[config.mk]
export PLATFORM = sky130hd
export DESIGN_NAME = adder_pipe
export DESIGN_NICKNAME = d
export VERILOG_FILES = /design/src/rtl/adder_pkg.sv /design/src/rtl/adder_1b.sv /design/src/rtl/adder_seg.sv /design/src/rtl/adder_pipe.sv
export SDC_FILE = /design/constraint.sdc
export NUM_CORES = 1
export LEC_CHECK = 0
export ABC_AREA = 1
export BUFFER_PORTS_ARGS = -buffer_cell sky130_fd_sc_hd__buf_4
export CAP_MARGIN = 20
export CORE_ASPECT_RATIO = 1.75
export CORE_MARGIN = 2
export CORE_UTILIZATION = 45
export CTS_CLUSTER_DIAMETER = 40
export DETAILED_ROUTE_END_ITERATION = 10
export GPL_ROUTABILITY_DRIVEN = 0
export PLACE_DENSITY = 0.63
export SLEW_MARGIN = 20
export SYNTH_ARGS = -nofsm -noshare
export SYNTH_HDL_FRONTEND = slang
export SYNTH_SLANG_ARGS = --single-unit
[constraint.sdc]
create_clock -name clk -period 6.9 [get_ports clk]
set_input_delay 0.69 -clock clk [delete_from_list [all_inputs] [get_ports clk]]
set_output_delay 0.69 -clock clk [all_outputs]
set_load 0.01 [all_outputs]
[src/rtl/adder_pkg.sv]
// Shared definitions for the pipelined add/subtract unit: op encoding, segment sizing
// and the elaboration-time legality check on WIDTH/STAGES.
`ifndef ADDER_PKG_SV
`define ADDER_PKG_SV

`define ADDER_CHECK_PARAMS(W, S) \
    if (((S) < 1) || ((S) > (W)) || (((W) % (S)) != 0)) begin : g_bad_params \
        $error("adder_pipe: WIDTH must be a positive multiple of STAGES"); \
    end

package adder_pkg;

    typedef enum logic {
        OP_ADD = 1'b0,
        OP_SUB = 1'b1
    } op_e;

    function automatic int seg_width(input int width, input int stages);
        return width / stages;
    endfunction

endpackage

`endif

[src/rtl/adder_1b.sv]
// Single-bit full adder cell, the building block of every ripple segment.
module adder_1b (
    input  logic a,
    input  logic b,
    input  logic carry_in,
    output logic sum,
    output logic carry_out
);

    assign sum       = a ^ b ^ carry_in;
    assign carry_out = (a & b) | (carry_in & (a ^ b));

endmodule

[src/rtl/adder_seg.sv]
// Combinational SEG_W-bit ripple segment built from adder_1b cells; also exposes the
// carry entering its top bit so the last segment can produce signed overflow.
module adder_seg #(
    parameter int SEG_W = 8
) (
    input  logic [SEG_W-1:0] a,
    input  logic [SEG_W-1:0] b,
    input  logic             carry_in,
    output logic [SEG_W-1:0] sum,
    output logic             carry_out,
    output logic             msb_carry_in
);

    // Each bit keeps its own carry nets so the chain is not one self-referencing vector.
    for (genvar i = 0; i < SEG_W; i++) begin : g_bit
        logic cin_s;
        logic cout_s;

        if (i == 0) begin : g_lsb
            assign cin_s = carry_in;
        end else begin : g_chain
            assign cin_s = g_bit[i-1].cout_s;
        end

        adder_1b u_cell (
            .a         (a[i]),
            .b         (b[i]),
            .carry_in  (cin_s),
            .sum       (sum[i]),
            .carry_out (cout_s)
        );
    end

    assign carry_out    = g_bit[SEG_W-1].cout_s;
    assign msb_carry_in = g_bit[SEG_W-1].cin_s;

endmodule

[src/rtl/adder_pipe.sv]
// Pipelined add/subtract unit: the carry chain is cut into STAGES registered segments,
// with a valid/ready handshake whose ready chain lets bubbles collapse.
module adder_pipe
    import adder_pkg::*;
#(
    parameter int WIDTH  = 32,
    parameter int STAGES = 4
) (
    input  logic             clk,
    input  logic             rst,
    input  logic             in_valid,
    output logic             in_ready,
    input  logic [WIDTH-1:0] a,
    input  logic [WIDTH-1:0] b,
    input  logic             carry_in,
    input  logic             op_sub,
    output logic             out_valid,
    input  logic             out_ready,
    output logic [WIDTH-1:0] sum,
    output logic             carry_out,
    output logic             overflow,
    output logic             busy
);

    localparam int SEG_W = seg_width(WIDTH, STAGES);

    `ADDER_CHECK_PARAMS(WIDTH, STAGES)

    logic [STAGES-1:0] valid_s;

    for (genvar k = 0; k < STAGES; k++) begin : g_stage
        localparam int LO_W   = k * SEG_W;
        localparam int DONE_W = LO_W + SEG_W;
        localparam int SRC_W  = WIDTH - LO_W;
        localparam int REM_W  = WIDTH - DONE_W;

        logic              src_valid_s;
        logic [SRC_W-1:0]  src_a_s;
        logic [SRC_W-1:0]  src_b_s;
        logic              src_carry_s;
        logic [SEG_W-1:0]  seg_sum_s;
        logic              seg_carry_s;
        logic              seg_msbc_s;
        logic [DONE_W-1:0] sum_in_s;
        logic              down_ready_s;
        logic              load_s;
        logic              data_ld_s;

        logic              valid_q, valid_d;
        logic [DONE_W-1:0] sum_q, sum_d;
        logic              carry_q, carry_d;
        logic              msbc_q, msbc_d;

        // B is inverted once at issue; later stages forward it already conditioned.
        if (k == 0) begin : g_first
            assign src_valid_s = in_valid;
            assign src_a_s     = a;
            assign src_b_s     = b ^ {WIDTH{op_e'(op_sub) == OP_SUB}};
            assign src_carry_s = carry_in;
            assign sum_in_s    = seg_sum_s;
        end else begin : g_next
            assign src_valid_s = g_stage[k-1].valid_q;
            assign src_a_s     = g_stage[k-1].g_fwd.a_q;
            assign src_b_s     = g_stage[k-1].g_fwd.b_q;
            assign src_carry_s = g_stage[k-1].carry_q;
            assign sum_in_s    = {seg_sum_s, g_stage[k-1].sum_q};
        end

        if (k == STAGES - 1) begin : g_tail
            assign down_ready_s = out_ready;
        end else begin : g_mid
            assign down_ready_s = g_stage[k+1].load_s;
        end

        assign load_s     = !valid_q || down_ready_s;
        assign data_ld_s  = load_s && src_valid_s;
        assign valid_s[k] = valid_q;

        adder_seg #(
            .SEG_W (SEG_W)
        ) u_seg (
            .a            (src_a_s[SEG_W-1:0]),
            .b            (src_b_s[SEG_W-1:0]),
            .carry_in     (src_carry_s),
            .sum          (seg_sum_s),
            .carry_out    (seg_carry_s),
            .msb_carry_in (seg_msbc_s)
        );

        // Next state: data only moves with a real beat, so a stalled stage holds its result.
        always_comb begin
            valid_d = load_s    ? src_valid_s : valid_q;
            sum_d   = data_ld_s ? sum_in_s    : sum_q;
            carry_d = data_ld_s ? seg_carry_s : carry_q;
            msbc_d  = data_ld_s ? seg_msbc_s  : msbc_q;
        end

        // Stage register with asynchronous clear.
        always_ff @(posedge clk or posedge rst) begin
            if (rst) begin
                valid_q <= 1'b0;
                sum_q   <= '0;
                carry_q <= 1'b0;
                msbc_q  <= 1'b0;
            end else begin
                valid_q <= valid_d;
                sum_q   <= sum_d;
                carry_q <= carry_d;
                msbc_q  <= msbc_d;
            end
        end

        if (REM_W > 0) begin : g_fwd
            logic [REM_W-1:0] a_q, a_d;
            logic [REM_W-1:0] b_q, b_d;

            // Forward only the operand bits later segments still need.
            always_comb begin
                a_d = data_ld_s ? src_a_s[SRC_W-1:SEG_W] : a_q;
                b_d = data_ld_s ? src_b_s[SRC_W-1:SEG_W] : b_q;
            end

            // Forwarded operand register.
            always_ff @(posedge clk or posedge rst) begin
                if (rst) begin
                    a_q <= '0;
                    b_q <= '0;
                end else begin
                    a_q <= a_d;
                    b_q <= b_d;
                end
            end
        end
    end

    assign in_ready  = g_stage[0].load_s;
    assign out_valid = valid_s[STAGES-1];
    assign busy      = |valid_s;
    assign sum       = g_stage[STAGES-1].sum_q;
    assign carry_out = g_stage[STAGES-1].carry_q;
    assign overflow  = g_stage[STAGES-1].carry_q ^ g_stage[STAGES-1].msbc_q;

endmodule
==> summary.txt, run 1 <==
CTS
  • Clock Tree Buf Depth: 2
  • Inserted Clock Buffers: 17
  • CTS tree: done
  • H-tree depth: 4
  • CTS resizes: 0
  • Clk slew on worst S/H paths: roughly 70 ps
  • Clk_lat worst skew: roughly 430 ps
  • Post-CTS Setup Bufs: 0
  • Hold buffers post-CTS: 0
  • Num Clock Sinks: 185
  • CTS root buf: clkbuf_16

Route
  • Wire per inst: 12.8 µm
  • TritonRoute pass-1 iters: 4
  • Initial DRC count: approximately 320
  • Routed vias/inst: ~4.8
  • DRT Wirelength: approximately 16000 µm
  • Via count: between 5000 and 6000
  • Post-route ant nets: 0
  • Residual DRC: 0

Place
  • DP Area: 9150 µm²
  • Placed insts: 1182
  • Pre-CTS setup slack: roughly 2200 ps
  • Post-DP HPWL: between 10000 and 15000 µm
  • Input/output buffers: around 110

Floorplanning
  • Area of the core: about 18000 µm²
  • Num ports: roughly 110
  • Die X-Extent: between 100 and 150 µm
  • Die footprint: around 20000 µm²
  • Initial Util: 0.459
  • Core Rows: 65
  • Height of the chip: between 150 and 200 µm

Timing
  • Slew @ Worst Pin: around 850 ps
  • Crit path time final: between 4000 and 5000 ps
  • Final hold slack: between 400 and 500 ps
  • Slew HR: 0.437
  • Final critical-path share of the clock period: 0.607
  • Final hold vios: 0
  • Setup WS post-layout: roughly 2700 ps
  • Final setup viols: 0
  • FMAX: approximately 240 MHz
  • Max Slew Vio Count: 0
  • Max Clock Skew: approximately 7.6 ps
  • RSZ-0062 raised after global routing: no
  • Setup TNS: 0 ps

Final layout
  • Nets: roughly 1100
  • Area Overhead vs Synth: 17.3%
  • Cell Count, Final, Fillers Out: 1214
  • Ant diodes: 0
  • Share of layout cells above drive strength 1: 0.157
  • Final Cell Area: between 9000 and 10000 µm²
  • Post-layout util: 0.539
  • Filler cells: 1754

Pwr
  • Peak VDD IR: 0.156 mV
  • P_int: around 2.4 mW
  • Combinational group share of total power: 0.279
  • Switch Pwr: 1.24 mW
  • Switching share of power: 0.341
  • Leakage Power: approximately 5.2 nW
  • Sequential share of power: 0.464
  • Clk pwr share: 0.257
  • Tot Pwr: between 3 and 4 mW
  • P per Cell Area: 374 nW/µm²

Critical path
  • Setup CP Type: in2reg
  • Worst EP required: between 7000 and 8000 ps
  • Data arrival, critical path: roughly 4500 ps
  • Worst setup SP type: primary input
  • CP Max Fanout: 32
  • R2R depth: 12
  • CP Capture Type: flop

Logic synthesis
  • Synth area leaders: dfrtp_1 (56%), nand2_1 (16%), nand3_1 (10%), fa_1 (7.7%), xor2_1 (2.9%)
  • Synthesis-stage register bit count: between 150 and 200
  • Synthesized Nets: 996
  • Post-synth top area cell: dfrtp_1
  • Unique masters post-synth: 20
  • Area share of the largest cell type after synthesis: 0.558
  • Syn_area_per_cell: a little over 9 µm²
  • EDFF count, synth: 0
  • Count leader, synth: nand2_1
  • Top cells by count, synth: nand2_1 (353), dfrtp_1 (185), nand3_1 (169)
  • Async SR Flop Fraction: 1.00
  • Top_reg_cell synth: dfrtp_1
  • Mapped Area: ~8300 µm²
  • Post-Synthesis Cells: 894
  • Synth Warn #: 0
  • Post-synthesis sequential area ratio: 0.558

Flow run
  • Max-cap violations: 0

Global routing
  • Initial antenna violation count: 0
  • Largest net degree at the start of global routing: between 100 and 150
  • Vias in the first global route: 5747
  • GRT overflow: 0
  • Total Routing Usage GR: 0.176
  • First-pass GRT wire length: between 20000 and 30000 µm

Status
  • Run status: finished clean

Min path
  • Hold crit path type: in2async
==> worst max-delay path, stage by stage <==
cell,delay [ps]
buf_4,410
xor2_1,220
fa_1,190
inv_1,50
fa_1,380
fa_1,390
fa_1,380
fa_1,400
fa_1,390
fa_1,380
inv_1,70
fa_1,400
nand3_1,90
nand2_1,70
==> power groups by stage <==
stage	Clock, mW	Combinational, mW	Sequential [mW]
floorplan	0	0.687	1.68
global placement	0	1.01	1.70
detailed placement	0	1.04	1.71
CTS	0.954	1.04	1.69
global route	1.00	1.20	1.74
finish	0.932	1.01	1.69
==> cells in the final DEF (no fill, tap or decap) <==
master	n
clkinvlp_4	1
inv_1	39
dfrtp_1	184
nand2_2	2
nor2_4	1
nand2_1	351
buf_4	113
nor2_1	4
nand3_1	169
clkbuf_8	1
inv_6	7
inv_2	2
xnor2_1	6
a21oi_1	4
xor2_1	27
clkbuf_16	17
o21ai_0	9
nand4_1	1
inv_8	5
nand2_4	1
clkinv_2	2
nand4_2	1
fa_1	32
dfrtp_2	1
==> cells by family (layout without fill, tap and decap cells) <==
group	after synthesis	in the layout	share of synthesized area
AO/OA/AOI/OAI	13	13	0.00785
adder cells (fa/ha/maj)	32	32	0.0773
XOR/XNOR	33	33	0.0349
buffers and inverters	101	187	0.0534
flip-flops	185	185	0.558
AND/OR/NAND/NOR	530	530	0.268
==> path summary, 6_finish.rpt <==
path                                           from              endpoint  slack, ps
max in group asynchronous                       rst    g_stage[1].valid_q       5050
min in group clk                g_stage[0].sum_q[6]   g_stage[0].sum_q[6]        470
worst min register to register  g_stage[0].sum_q[6]   g_stage[0].sum_q[6]        470
worst max-delay path                         op_sub   g_stage[0].sum_q[7]       2710
worst min-delay path                            rst   g_stage[1].sum_q[4]        410
worst max register to register   g_stage[1].carry_q  g_stage[2].sum_q[23]       2710
==> routing by layer <==
metal / up-vias / track usage / part of all wire
li1: 2963 / - / -
met5: - / 0 / 0
met4: 0 / 0.0582 / 0.015
met2: 109 / 0.275 / 0.48
met1: 2695 / 0.251 / 0.47
met3: 14 / 0.0301 / 0.036
==> layout make-up <==
| class | count | area (µm²) | share of cell area |
|---|---|---|---|
| clock buffers | 18 | 439 | 0.0452 |
| clock inverters | 14 | 124 | 0.0127 |
| inverters | 42 | 165 | 0.0170 |
| multi-input cells | 608 | 3230 | 0.332 |
| flip-flops and latches | 185 | 4630 | 0.476 |
| well taps | 234 | 293 | 0.0301 |
| repair buffers | 113 | 848 | 0.0872 |
==> sequential cells by signal (all words and copies together) (netlist names) <==
register / cells
g_stage.g_fwd.a_q: 48
g_stage.valid_q: 3
sum: 32
carry_out: 1
g_stage.sum_q: 48
g_stage.msbc_q: 1
g_stage.g_fwd.b_q: 48
out_valid: 1
g_stage.carry_q: 3
Power figures use the tool's default switching activity.
==> inputs of run 2 (changes only) <==
ABC_AREA = 0   (was 1)
PLACE_DENSITY = 0.65   (was 0.63)
clock period = 3.69 ns   (was 6.9 ns; I/O delays follow)
==> summary.txt, run 2 <==
Timing
  • Final setup viols: 0 (unchanged)
  • Final critical-path share of the clock period: 0.984
  • Slew HR: 0.344 (-0.0924)
  • Crit path time final: about 3600 ps
  • Max Slew Vio Count: 0 (unchanged)
  • FMAX: about 280 MHz
  • Final hold slack: 153 ps (-255 ps)
  • Setup TNS: 0 ps (unchanged)
  • Final hold vios: 0 (unchanged)
  • Setup WS post-layout: 60.4 ps (-2650 ps)
  • RSZ-0062 raised after global routing: yes
  • Max Clock Skew: 9.12 ps (+1.49 ps)
  • Slew @ Worst Pin: 984 ps (+139 ps)

Pwr
  • Peak VDD IR: 0.310 mV (+98%)
  • P per Cell Area: 734 nW/µm² (+96%)
  • Leakage Power: 4.35 nW (-17%)

Place
  • Post-DP HPWL: 9350 µm (-11%)
  • Input/output buffers: 106 (unchanged)
  • DP Area: 9100 µm² (-0.62%)
  • Pre-CTS setup slack: -245 ps (-2480 ps)

CTS
  • CTS root buf: clkbuf_16
  • Clock Tree Buf Depth: 2 (unchanged)
  • Clk slew on worst S/H paths: 70 ps (about the same)
  • CTS tree: done
  • Post-CTS Setup Bufs: 0 (unchanged)
  • Num Clock Sinks: 185 (unchanged)
  • H-tree depth: 4 (unchanged)
  • Clk_lat worst skew: 430 ps (about the same)
  • Inserted Clock Buffers: 17 (unchanged)

Critical path
  • Setup CP Type: reg2reg
  • Worst setup SP type: flop
  • Crit path largest cell delay: 430 ps (+20 ps)
  • Worst path top cell family by delay: adder cells
  • FF-to-FF End: sum[31]
  • CP Max Fanout: 2 (-94%)
  • R2R Path Start: g_stage[2].carry_q
  • CP Capture Type: flop
  • Critical path, cell by cell: inv_2, fa_2, inv_2, fa_2, fa_2, fa_2, fa_2, fa_2, inv_2, fa_2, inv_1, fa_1, mux2_2
  • Crit path capture: sum[31]
  • Slowest cell on the critical path: fa_1
  • Number of cells on the critical path: 13 (-1)
  • Cell mode on critical path: fa_2
  • Data arrival, critical path: 3940 ps (-560 ps)
  • WP buf/inv: 4 (+1)
  • R2R depth: 13 (+1)
  • Worst Setup SP: g_stage[2].carry_q
  • Worst EP required: 4000 ps (-3210 ps)
  • Setup slack, reg-to-reg: 60 ps (-2650 ps)

Floorplanning
  • Area of the core: 17500 µm² (-3.3%)
  • Core Rows: 64 (-1.5%)
  • Die X-Extent: 105 µm (-1.8%)
  • Initial Util: 0.457 (-0.00205)
  • Height of the chip: 180 µm (-1.8%)
  • Num ports: 107 (unchanged)
  • Die footprint: 18900 µm² (-3.6%)

Final layout
  • Area Overhead vs Synth: 21.6%
  • Most frequent cells in the layout: dfrtp_1 (185), mux2_2 (140), buf_4 (113)
  • Top flop regs: g_stage.g_fwd.a_q: 48 flops, g_stage.g_fwd.b_q: 48 flops, g_stage.sum_q: 48 flops
  • Share of layout cells above drive strength 1: 0.516 (+0.358)
  • Ant diodes: 0 (unchanged)
  • Final Cell Area: 9700 µm² (-0.28%)
  • Post-layout util: 0.556 (+0.0169)
  • Nets: 729 (-32%)
  • Most common cell after layout, fill and taps aside: dfrtp_1

Logic synthesis
  • Simple-gate share of the synthesized area: 0.00784 (-0.260)
  • Top cells by count, synth: dfrtp_1 (185), mux2_2 (140), inv_1 (42)
  • Post-Synthesis Cells: 514 (-43%)
  • EDFF count, synth: 0 (unchanged)
  • Syn_area_per_cell: 15.5 µm² (+67%)
  • Synthesized Nets: 616 (-38%)
  • Post-synthesis xor/xnor area fraction: 0.0362 (+0.00136)
  • Top_reg_cell synth: dfrtp_1
  • Mapped Area: 7980 µm² (-3.7%)
  • Post-synth top area cell: dfrtp_1
  • Mux share of post-synthesis cell area: 0.245 (+0.245)
  • Synthesized-area fraction occupied by adder cells: 0.0803 (+0.00301)
  • Async SR Flop Fraction: 1.00 (unchanged)
  • Area share of the largest cell type after synthesis: 0.580 (+0.0217)
  • Synth Warn #: 0 (unchanged)
  • Count leader, synth: dfrtp_1
  • Synthesis-stage register bit count: 185 (unchanged)
  • Post-synthesis sequential area ratio: 0.580 (+0.0217)
  • Largest family of logic cells by synthesized area: multiplexers
  • Synth area leaders: dfrtp_1 (58%), mux2_2 (20%), fa_1 (8.0%), mux2_1 (3.1%), xor2_1 (2.7%)
  • Post-synthesis compound-gate area fraction: 0.0108 (+0.00297)
  • Unique masters post-synth: 24 (+20%)

Global routing
  • Largest net degree at the start of global routing: 186 (+58%)
  • Total Routing Usage GR: 0.163 (-0.0133)
  • First-pass GRT wire length: 23900 µm (-15%)
  • Initial antenna violation count: 0 (unchanged)
  • GRT overflow: 0 (unchanged)
  • Vias in the first global route: 4798 (-17%)

Route
  • Routed vias/inst: 4.85 (+1.9%)
  • Via count: 4227 (-27%)
  • Residual DRC: 0 (unchanged)
  • Post-route ant nets: 0 (unchanged)
  • Initial DRC count: 185 (-42%)
  • TritonRoute pass-1 iters: 4 (unchanged)
  • DRT Wirelength: 14100 µm (-9.5%)
  • Wire per inst: 16.2 µm (+26%)

Status
  • Run status: finished clean

Flow run
  • Max-cap violations: 0 (unchanged)

Min path
  • Hold crit path type: in2reg
run 2: cell types whose count changed after synthesis, sizes merged, moves of 3 or more:
| cell | previous run | this run |
|---|---|---|
| nand2 | 354 | 4 |
| nand3 | 169 | 0 |
| mux2 | 0 | 162 |
| buf | 42 | 20 |
| clkbuf | 17 | 2 |
| mux2i | 0 | 13 |
| nor2 | 5 | 0 |
| a21oi | 4 | 1 |
| o21ai | 9 | 12 |
run 2: per-layer routing:
layer | track usage | routed length [µm] | up-vias
met5 | 0 | 0 | -
met4 | 0.0592 | 204 | 0
met3 | 0.0318 | 334 | 13
met2 | 0.287 | 7810 | 71
met1 | 0.197 | 5750 | 2211
li1 | - | - | 1932
run 2: power breakdown:
group	leakage [nW]	total [mW]	internal (mW)	switching [mW]
Sequential	2.16	3.23	2.79	0.438
Combinational	1.90	2.08	1.24	0.848
Clock	0.291	1.80	0.980	0.825
Total	4.35	7.12	5.00	2.11
run 2: repair_timing:
action	in CTS	in global routing
endpoints found under the setup margin	4	4
hold buffers	0	0
pin swaps	8	21
resized for setup	4	11
gates cloned	0	0
run 2: worst min-delay path by stage:
stage,from,endpoint,cells after the start
final,a[8],g_stage[0].g_fwd.a_q[0],2
after global routing,a[8],g_stage[0].g_fwd.a_q[0],2
after CTS,a[8],g_stage[0].g_fwd.a_q[0],2
after detailed placement,g_stage[0].g_fwd.b_q[21],g_stage[0].g_fwd.b_q[21],1
after global placement,g_stage[0].g_fwd.b_q[22],g_stage[0].g_fwd.b_q[22],1
after floorplan,g_stage[0].g_fwd.b_q[10],g_stage[0].g_fwd.b_q[10],1
run 2: layout make-up:
type	instances	area (µm²)
Multi-Input combinational cell	265	3120
Tap cell	231	289
Clock inverter	14	151
Sequential cell	185	4630
Clock buffer	18	439
Timing Repair Buffer	116	908
Fill cell	1486	7760
Inverter	42	161
run 2: cell families (layout without fill, tap and decap cells):
kind of cell | after synthesis | after routing
flip-flops | 185 | 185
multiplexers | 175 | 175
adder cells (fa/ha/maj) | 32 | 32
AO/OA/AOI/OAI | 15 | 15
AND/OR/NAND/NOR | 10 | 10
buffers and inverters | 64 | 190
XOR/XNOR | 33 | 33
run 2: per-stage QoR:
step                power [mW]  cells
CTS                       7.23    871
global placement          5.29    839
global route              7.64    871
detailed placement        5.40    839
finish                    7.12    871
floorplan                 4.56    514
==> inputs of run 3 (changes only) <==
CORE_UTILIZATION = 30   (was 45)
PLACE_DENSITY = 0.47   (was 0.65)
==> summary.txt, run 3 (synthesis gave the netlist of run 2 again) <==
Timing
  • Final hold slack: 41.3 ps (-112 ps)
  • FMAX: 277 MHz (+0.52%)
  • Slew HR: 0.335 (-0.00872)
  • Final setup viols: 0 (unchanged)
  • RSZ-0062 raised after global routing: yes
  • Max Clock Skew: 8.59 ps (-0.533 ps)
  • Crit path time final: 3610 ps (-18.6 ps)
  • Final critical-path share of the clock period: 0.979 (-0.00505)
  • Max Slew Vio Count: 0 (unchanged)
  • Slew @ Worst Pin: 993 ps (+9.56 ps)
  • Setup TNS: 0 ps (unchanged)
  • Final hold vios: 0 (unchanged)

Route
  • TritonRoute pass-1 iters: 4 (unchanged)
  • Via count: 4254 (+0.64%)
  • Post-route ant nets: 0 (unchanged)
  • Initial DRC count: 131 (-29%)
  • Wire per inst: 16.3 µm (+0.77%)
  • DRT Wirelength: 15800 µm (+12%)
  • Routed vias/inst: 4.39 (-9.4%)
  • Residual DRC: 0 (unchanged)

Floorplanning
  • Core Rows: 79 (+23%)
  • Area of the core: 26400 µm² (+51%)
  • Num ports: 107 (unchanged)
  • Die footprint: 28000 µm² (+48%)
  • Die X-Extent: 127 µm (+22%)
  • Initial Util: 0.302 (-0.155)
  • Height of the chip: 220 µm (+22%)

Critical path
  • Setup slack, reg-to-reg: 80 ps (+20 ps)
  • FF-to-FF End: sum[31]
  • Worst Setup SP: g_stage[2].g_fwd.b_q[0]
  • CP Capture Type: flop
  • Worst path top cell family by delay: adder cells
  • WP buf/inv: 4 (unchanged)
  • Worst EP required: 4010 ps (about the same)
  • R2R Path Start: g_stage[2].g_fwd.b_q[0]
  • Cell mode on critical path: fa_2
  • Data arrival, critical path: 3940 ps (about the same)
  • Slowest cell on the critical path: fa_1
  • R2R depth: 13 (unchanged)
  • Worst setup SP type: flop
  • Critical path, cell by cell: inv_2, fa_2, inv_2, fa_2, fa_2, fa_2, fa_2, fa_2, inv_2, fa_2, inv_2, fa_1, mux2_4
  • Crit path largest cell delay: 420 ps (about the same)
  • Setup CP Type: reg2reg
  • CP Max Fanout: 2 (unchanged)

Status
  • Run status: finished clean

Pwr
  • Peak VDD IR: 0.325 mV (+5.0%)
  • P per Cell Area: 724 nW/µm² (-1.3%)
  • Leakage Power: 4.37 nW (+0.44%)
  • Tot Pwr: 7.14 mW (+0.37%)

CTS
  • H-tree depth: 4 (unchanged)
  • CTS root buf: clkbuf_16
  • Clk_lat worst skew: 440 ps (about the same)
  • Hold buffers post-CTS: 0 (unchanged)
  • Num Clock Sinks: 185 (unchanged)
  • Clock Tree Buf Depth: 2 (unchanged)
  • Clk slew on worst S/H paths: 60 ps (about the same)
  • Inserted Clock Buffers: 17 (unchanged)
  • CTS tree: done

Min path
  • Hold crit path type: in2async

Place
  • Post-DP HPWL: 10800 µm (+15%)
  • Input/output buffers: 106 (unchanged)
  • Placed insts: 933 (+11%)

Flow run
  • Max-cap violations: 0 (unchanged)

Global routing
  • GRT overflow: 0 (unchanged)
  • Largest net degree at the start of global routing: 186 (unchanged)
  • Initial antenna violation count: 0 (unchanged)
  • Total Routing Usage GR: 0.123 (-0.0398)
  • Vias in the first global route: 4816 (+0.38%)
  • First-pass GRT wire length: 25800 µm (+7.9%)

Final layout
  • Nets: 733 (+0.55%)
  • Top flop regs: g_stage.g_fwd.a_q: 48 flops, g_stage.g_fwd.b_q: 48 flops, g_stage.sum_q: 48 flops
  • Share of layout cells above drive strength 1: 0.525 (+0.00922)
  • Area Overhead vs Synth: 23.6%
  • Most frequent cells in the layout: dfrtp_1 (185), mux2_2 (139), buf_4 (115)
  • Cell Count, Final, Fillers Out: 968 (+11%)
  • Most common cell after layout, fill and taps aside: dfrtp_1
  • Ant diodes: 0 (unchanged)
run 3: changes by cell type in the layout (fill, tap and decap cells not counted), moves of 2 or more:
cell      change
inv_8         -5
clkinv_2      +4
inv_1         -4
inv_2         +4
buf_4         +2
clkbuf_8      +2
inv_6         -2
run 3: repair_timing:
action | in CTS | in global routing
endpoints found under the hold margin | 0 | 0
endpoints found under the setup margin | 4 | 4
gates resized for setup | 9 | 12
setup buffers | 0 | 2
pin swaps | 13 | 20
run 3: how the worst max path moves through the flow:
stage,endpoint,cells after the start
floorplan,g_stage[0].sum_q[7],14
global placement,g_stage[0].sum_q[7],13
detailed placement,g_stage[0].sum_q[7],13
CTS,sum[31],13
global route,sum[31],13
finish,sum[31],13
run 3: power breakdown:
part	switching [mW]	internal, mW	leakage, nW
Sequential	0.453	2.79	2.16
Combinational	0.872	1.27	1.93
Clock	0.771	0.980	0.279
Total	2.10	5.05	4.37
run 3: worst register-to-register path: stages, from the launching register on:
cell and delay (ps):
dfrtp_1 380, inv_2 70, fa_2 200, inv_2 40, fa_2 370, fa_2 380, fa_2 360, fa_2 350
fa_2 360, inv_2 70, fa_2 200, inv_2 40, fa_1 420, mux2_4 270
run 3: layer usage:
metal / track usage / part of all wire / vias to the layer above / wire length [µm]
met1: 0.139 / 0.39 / 2214 / 6160
met3: 0.0325 / 0.038 / 20 / 595
met5: 0 / 0 / - / 0
li1: - / - / 1943 / -
met4: 0.0538 / 0.021 / 0 / 327
met2: 0.217 / 0.55 / 77 / 8700
run 3: metrics by stage:
stage	util	setup WS, ps	instance area, µm²
after floorplan	-	-260	8050
after global placement	0.350	-210	9230
after detailed placement	0.350	-273	9230
after CTS	0.372	28.4	9810
after global routing	0.374	-37.9	9860
final	0.374	79.0	9860
run 3: layout make-up:
| type | instances | area [µm²] |
|---|---|---|
| fill | 2490 | 16500 |
| sequential | 185 | 4630 |
| multi-input combinational | 265 | 3130 |
| timing repair buffer | 120 | 971 |
| clock buffer | 21 | 470 |
| tap | 324 | 405 |
| inverter | 42 | 161 |
| clock inverter | 11 | 96.3 |
